**config.mk**
```make
export PLATFORM = sky130hd
export DESIGN_NAME = sensor_timing_gen
export DESIGN_NICKNAME = d
export VERILOG_FILES = /design/src/rtl/sensor_timing_pkg.sv /design/src/rtl/sensor_div_core.sv /design/src/rtl/sensor_timing_gen.sv
export SDC_FILE = /design/constraint.sdc
export NUM_CORES = 1
export LEC_CHECK = 0
export CORE_UTILIZATION = 59
export DETAILED_ROUTE_END_ITERATION = 8
export PLACE_DENSITY = 0.91
export SYNTH_ARGS = -nofsm -noshare
export SYNTH_HDL_FRONTEND = slang
export SYNTH_SLANG_ARGS = --single-unit
export TNS_END_PERCENT = 1
```
**constraint.sdc**
```tcl
create_clock -name clk_3M -period 11.94 [get_ports clk_3M]
set_clock_uncertainty 0.05 [all_clocks]
set_input_delay 2.388 -clock clk_3M [delete_from_list [all_inputs] [get_ports clk_3M]]
set_output_delay 2.388 -clock clk_3M [all_outputs]
set_load 0.01 [all_outputs]
```
**src/rtl/sensor_timing_pkg.sv**
```systemverilog
// Shared sensor-timing constants, also used by the readout and ADC capture blocks.
package sensor_timing_pkg;

    localparam int DIV_MIN         = 2;
    localparam int CNT_W_DEF       = 8;
    localparam int DEFAULT_DIV_DEF = 20;
    localparam int PIXELS_DEF      = 128;
    localparam int PIX_W_DEF       = 8;

endpackage

```
**src/rtl/sensor_div_core.sv**
```systemverilog
// Programmable divider: period counter, ratio register with boundary-deferred reload,
// registered sensor clock and terminal-count tick.
module sensor_div_core
    import sensor_timing_pkg::*;
#(
    parameter int CNT_W       = CNT_W_DEF,
    parameter int DEFAULT_DIV = DEFAULT_DIV_DEF
) (
    input  logic             clk_3M,
    input  logic             reset,
    input  logic             run_d,
    input  logic             run_q,
    input  logic [CNT_W-1:0] div_in,
    input  logic             div_load,
    output logic             sensor_clk,
    output logic             sensor_tick,
    output logic             div_err
);

    localparam logic [CNT_W-1:0] DIV_RST = CNT_W'(DEFAULT_DIV);
    localparam logic [CNT_W-1:0] DIV_LO  = CNT_W'(DIV_MIN);
    localparam logic [CNT_W-1:0] ONE     = CNT_W'(1);

    logic [CNT_W-1:0] cntr, cntr_d;
    logic [CNT_W-1:0] div_q, div_d;
    logic [CNT_W-1:0] pend_q, pend_d;
    logic             pend_vld_q, pend_vld_d;
    logic             load_ok, load_bad, boundary, sensor_clk_d;

    assign load_ok     = div_load && (div_in >= DIV_LO);
    assign load_bad    = div_load && (div_in < DIV_LO);
    assign sensor_tick = run_q && (cntr == div_q - ONE);
    assign boundary    = sensor_tick || !run_q;

    // A load in the tick cycle is folded into pending first, so it governs the next period.
    always_comb begin
        pend_d     = pend_q;
        pend_vld_d = pend_vld_q;
        div_d      = div_q;
        if (load_ok) begin
            pend_d     = div_in;
            pend_vld_d = 1'b1;
        end
        if (boundary && pend_vld_d) begin
            div_d      = pend_d;
            pend_vld_d = 1'b0;
        end
        cntr_d = '0;
        if (run_d && run_q && !sensor_tick)
            cntr_d = cntr + ONE;
        sensor_clk_d = run_d && (cntr_d < (div_d >> 1));
    end

    // Register stage: counter, ratio, pending slot and the glitch-free clock flop.
    always_ff @(posedge clk_3M or posedge reset) begin
        if (reset) begin
            cntr       <= '0;
            div_q      <= DIV_RST;
            pend_q     <= DIV_RST;
            pend_vld_q <= 1'b0;
            sensor_clk <= 1'b0;
            div_err    <= 1'b0;
        end else begin
            cntr       <= cntr_d;
            div_q      <= div_d;
            pend_q     <= pend_d;
            pend_vld_q <= pend_vld_d;
            sensor_clk <= sensor_clk_d;
            div_err    <= load_bad;
        end
    end

endmodule

```
**src/rtl/sensor_timing_gen.sv**
```systemverilog
// Sensor timing generator: run control, pixel sequencing and frame strobes around
// the programmable clock divider.
module sensor_timing_gen
    import sensor_timing_pkg::*;
#(
    parameter int CNT_W       = CNT_W_DEF,
    parameter int DEFAULT_DIV = DEFAULT_DIV_DEF,
    parameter int PIXELS      = PIXELS_DEF,
    parameter int PIX_W       = PIX_W_DEF
) (
    input  logic             clk_3M,
    input  logic             reset,
    input  logic             enable,
    input  logic [CNT_W-1:0] div_in,
    input  logic             div_load,
    output logic             sensor_clk,
    output logic             sensor_tick,
    output logic             start_pulse,
    output logic [PIX_W-1:0] pixel_idx,
    output logic             frame_done,
    output logic             div_err
);

    localparam logic [PIX_W-1:0] PIX_LAST = PIX_W'(PIXELS - 1);
    localparam logic [PIX_W-1:0] PIX_ONE  = PIX_W'(1);

    logic             run_q;
    logic [PIX_W-1:0] pix_d;

    function automatic logic [PIX_W-1:0] pix_wrap(input logic [PIX_W-1:0] idx);
        return (idx == PIX_LAST) ? '0 : idx + PIX_ONE;
    endfunction

    sensor_div_core #(
        .CNT_W       (CNT_W),
        .DEFAULT_DIV (DEFAULT_DIV)
    ) u_div (
        .clk_3M      (clk_3M),
        .reset       (reset),
        .run_d       (enable),
        .run_q       (run_q),
        .div_in      (div_in),
        .div_load    (div_load),
        .sensor_clk  (sensor_clk),
        .sensor_tick (sensor_tick),
        .div_err     (div_err)
    );

    always_comb begin
        pix_d = '0;
        if (enable && run_q)
            pix_d = sensor_tick ? pix_wrap(pixel_idx) : pixel_idx;
    end

    assign frame_done = sensor_tick && (pixel_idx == PIX_LAST);

    // Register stage: run flag, pixel counter, start pulse aligned with sensor_clk.
    always_ff @(posedge clk_3M or posedge reset) begin
        if (reset) begin
            run_q       <= 1'b0;
            pixel_idx   <= '0;
            start_pulse <= 1'b0;
        end else begin
            run_q       <= enable;
            pixel_idx   <= pix_d;
            start_pulse <= enable && (pix_d == '0);
        end
    end

endmodule

```
==> results.md <==
- Critical path startpoint: u_div.div_q[3]$_DFF_PP0_
- # port buffers: 24
- Setup Total Neg Slack: 0 ps
- Worst EP arrival: 3320 ps
- Crit-path cells: or3_4, o31a_1, or4_4, a211oi_2, and3_1, clkdlybuf4s50_1
- Seq cells post-synth: 37
- Synth Area in Compound Gates: 0.163
- Max clock buf depth: 2
- Number of H-tree levels: 2
- Area of the multi-input gates: 1080 um^2
- Fin. max-slew vios: 0
- Reg clk slew, reported paths: 110 ps
- GRT overflow: 0
- Initial antenna violation count: 0
- TritonCTS Buffers: 5
- Yosys warns: 0
- Cells on Worst Hold Path: 1
- Largest family of logic cells by synthesized area: simple AND/OR/NAND/NOR gates
- Half-perimeter wire length after placement: around 3400 um
- Area Growth Syn to Fin: 17.7%
- Worst R2R Path Depth: 13
- GRT Total Usage: 0.275
- Root Buffer: clkbuf_4
- Drt initial violations: 91
- Top delay family on crit path: simple AND/OR/NAND/NOR gates
- CP Capture Type: output pin
- Post-CTS sizing: 0
- Critical path startpoint category: register
- Site row count: 21
- Commonest cells after routing, fill and taps aside: dfrtp_1, clkdlybuf4s50_1, nand2_1
- Pleak: 1.12 nW
- Die area: 3760 um^2
- Sequential share of the synthesized area: 0.448
- Synth cell types: 49
- Commonest non-fill, non-tap cell in the layout: dfrtp_1
- Crit Path Category: register to output pin
- Status: finished, final reports clean
- Post-layout instance area: 2440 um^2
- Synth Area in Simple Gates: 0.189
- Register area: around 930 um^2
- Final ANT Viol Nets: 0
- Diodes inserted: 0
- Vias/cell: 5.95
- Crit path depth: 6
- Routed WL: between 4000 and 5000 um
- Die height: 61.3 um
- Post-Synth Adder-Cell Area: 0.0542
- VDD IR-drop max: 0.0000871 V
- Initial DRT Pass Iterations: 4
- Hold Fails Final Rpt: 0
- CTS hold repair buffers: 0
- Chip width: 61.3 um
- Residual DRC: 0
- Worst slew margin: 0.628
- Xor-xnor portion of the synthesized cell area: 0.0633
- Worst endpoint required time: 9500 ps
- Post-synth EDFFs: 0
- Slew @ Worst Pin: between 500 and 600 ps
- Ports: 25
- Reg2Reg Setup Slack: 7640 ps
- Worst path buffer plus inverter count: 1
- Avg Inst Size Synth: 10.2 um^2
- Post-synthesis mux area share: 0.0494
- Fin crit share: 0.482
- Clk_lat worst skew: 340 ps
- # setup viols final: 0
- Mapped Nets: between 200 and 250
- R2R Path Start: u_div.div_q[3]$_DFF_PP0_
- Place WS: around 6000 ps
- Asr flop ratio synth: 1.00
- Hold Crit Class: register to register
- Clk sinks: 37
- Global placement routability congestion: 0.801
- Vias: 1654
- Post-CTS Setup Repair Bufs: 0
- Largest net degree at the start of global routing: 38
- FILL cells: 266
- Max stage delay cell, worst path: or4_4
- Placed Area: roughly 2400 um^2
- CTS tree: done
- WL per Instance: about 17 um
- Primary FF master, synth: dfrtp_1
- Achievable Freq: 0.174 GHz
- Post-Syn Instances: 204
- Core box area: between 3000 and 4000 um^2
- Mapped Area: 2080 um^2
- Maximum fanout along the worst path: 7
- Vias in the first global route: 1592
- Nets: roughly 250
- Min cycle time layout: between 5000 and 6000 ps
- Layout cells sized above 1: 0.134
- Initial core utilization: 0.618
- Largest stage delay, worst path: between 500 and 600 ps
- Maximum Capacitance Violations: 0
- Hold Crit Start: u_div.pend_q[3]$_DFF_PP0_
- RSZ-0062 raised after global routing: false
- Final WS setup: 6180 ps
- Pwr/cell area: between 100 and 150 nW/um^2
- First-pass GRT wire length: 7270 um
## cells in the mapped netlist (all sizes together) (5+ instances only)
library cell	instances	area share
ha	9	0.054
inv	11	0.020
dfrtp	33	0.40
a31oi	5	0.015
nor2	16	0.029
nand2	22	0.040
xor2	8	0.034
a31o	6	0.025
and3	9	0.027
mux2i	8	0.039
o21ai	5	0.012
xnor2	7	0.030
## stage by stage
step	std cells	utilization	hold slack (ps)	power, W
6_report	278	0.727	471	0.000292
5_1_grt	278	0.727	480	0.000307
4_1_cts	278	0.727	470	0.000293
3_5_place_dp	270	0.701	438	0.000201
3_3_place_gp	270	0.701	429	0.000199
2_1_floorplan	204	-	408	0.000185
## path summary, 6_finish.rpt
| check | endpoint |
|---|---|
| min in group asynchronous | start_pulse$_DFF_PP0_ |
| worst max-delay path | frame_done |
| max in group asynchronous | u_div.div_q[4]$_DFF_PP1_ |
| worst min-delay path | u_div.pend_q[3]$_DFF_PP0_ |
| worst max register to register | u_div.sensor_clk$_DFF_PP0_ |
| worst min register to register | u_div.pend_q[3]$_DFF_PP0_ |
## area by class of cell
class,instances,share of cell area
Clock buffer,6,0.0210
Clock inverter,2,0.0154
Inverter,11,0.0169
Multi-Input combinational cell,151,0.441
Sequential cell,37,0.381
Tap cell,46,0.0235
Timing Repair Buffer,25,0.101
## flip-flops by register name (all words and copies together) (netlist names)
name              count
u_div.div_q           8
u_div.pend_q          8
run_q                 1
start_pulse           1
u_div.cntr            8
u_div.sensor_clk      1
u_div.div_err         1
pixel_idx             8
u_div.pend_vld_q      1
## power breakdown
part / internal, W / leakage (nW) / switching (W)
registers: 0.000136 / 0.469 / 0.0000102
logic: 0.0000249 / 0.609 / 0.0000296
clock network: 0.0000497 / 0.0445 / 0.0000424
## logic make-up (layout without fill, tap and decap cells)
| group | Yosys count | in the layout |
|---|---|---|
| compound gates | 42 | 42 |
| xor+xnor | 15 | 15 |
| flops | 37 | 37 |
| buf+inv | 16 | 44 |
| simple gates | 75 | 75 |
| mux | 10 | 10 |
| fa+ha+maj | 9 | 9 |
## layer usage
metal  vias to the layer above  global-route usage  share of wire
li1                        795                   -              -
met1                       798               0.373           0.45
met2                        49               0.435           0.48
met3                        12              0.0651          0.046
met4                         0              0.0952          0.023
met5                         -                   0              0
## worst reg2reg max path: cells and delay by family (launching register included)
family	cells	cell delay, ps
and+or+nand+nor	2	960
muxes	1	330
DFF	1	480
AOI/OAI and AO/OA	9	2080
adders and majority gates	1	290
(Power assumes the default switching activity.)
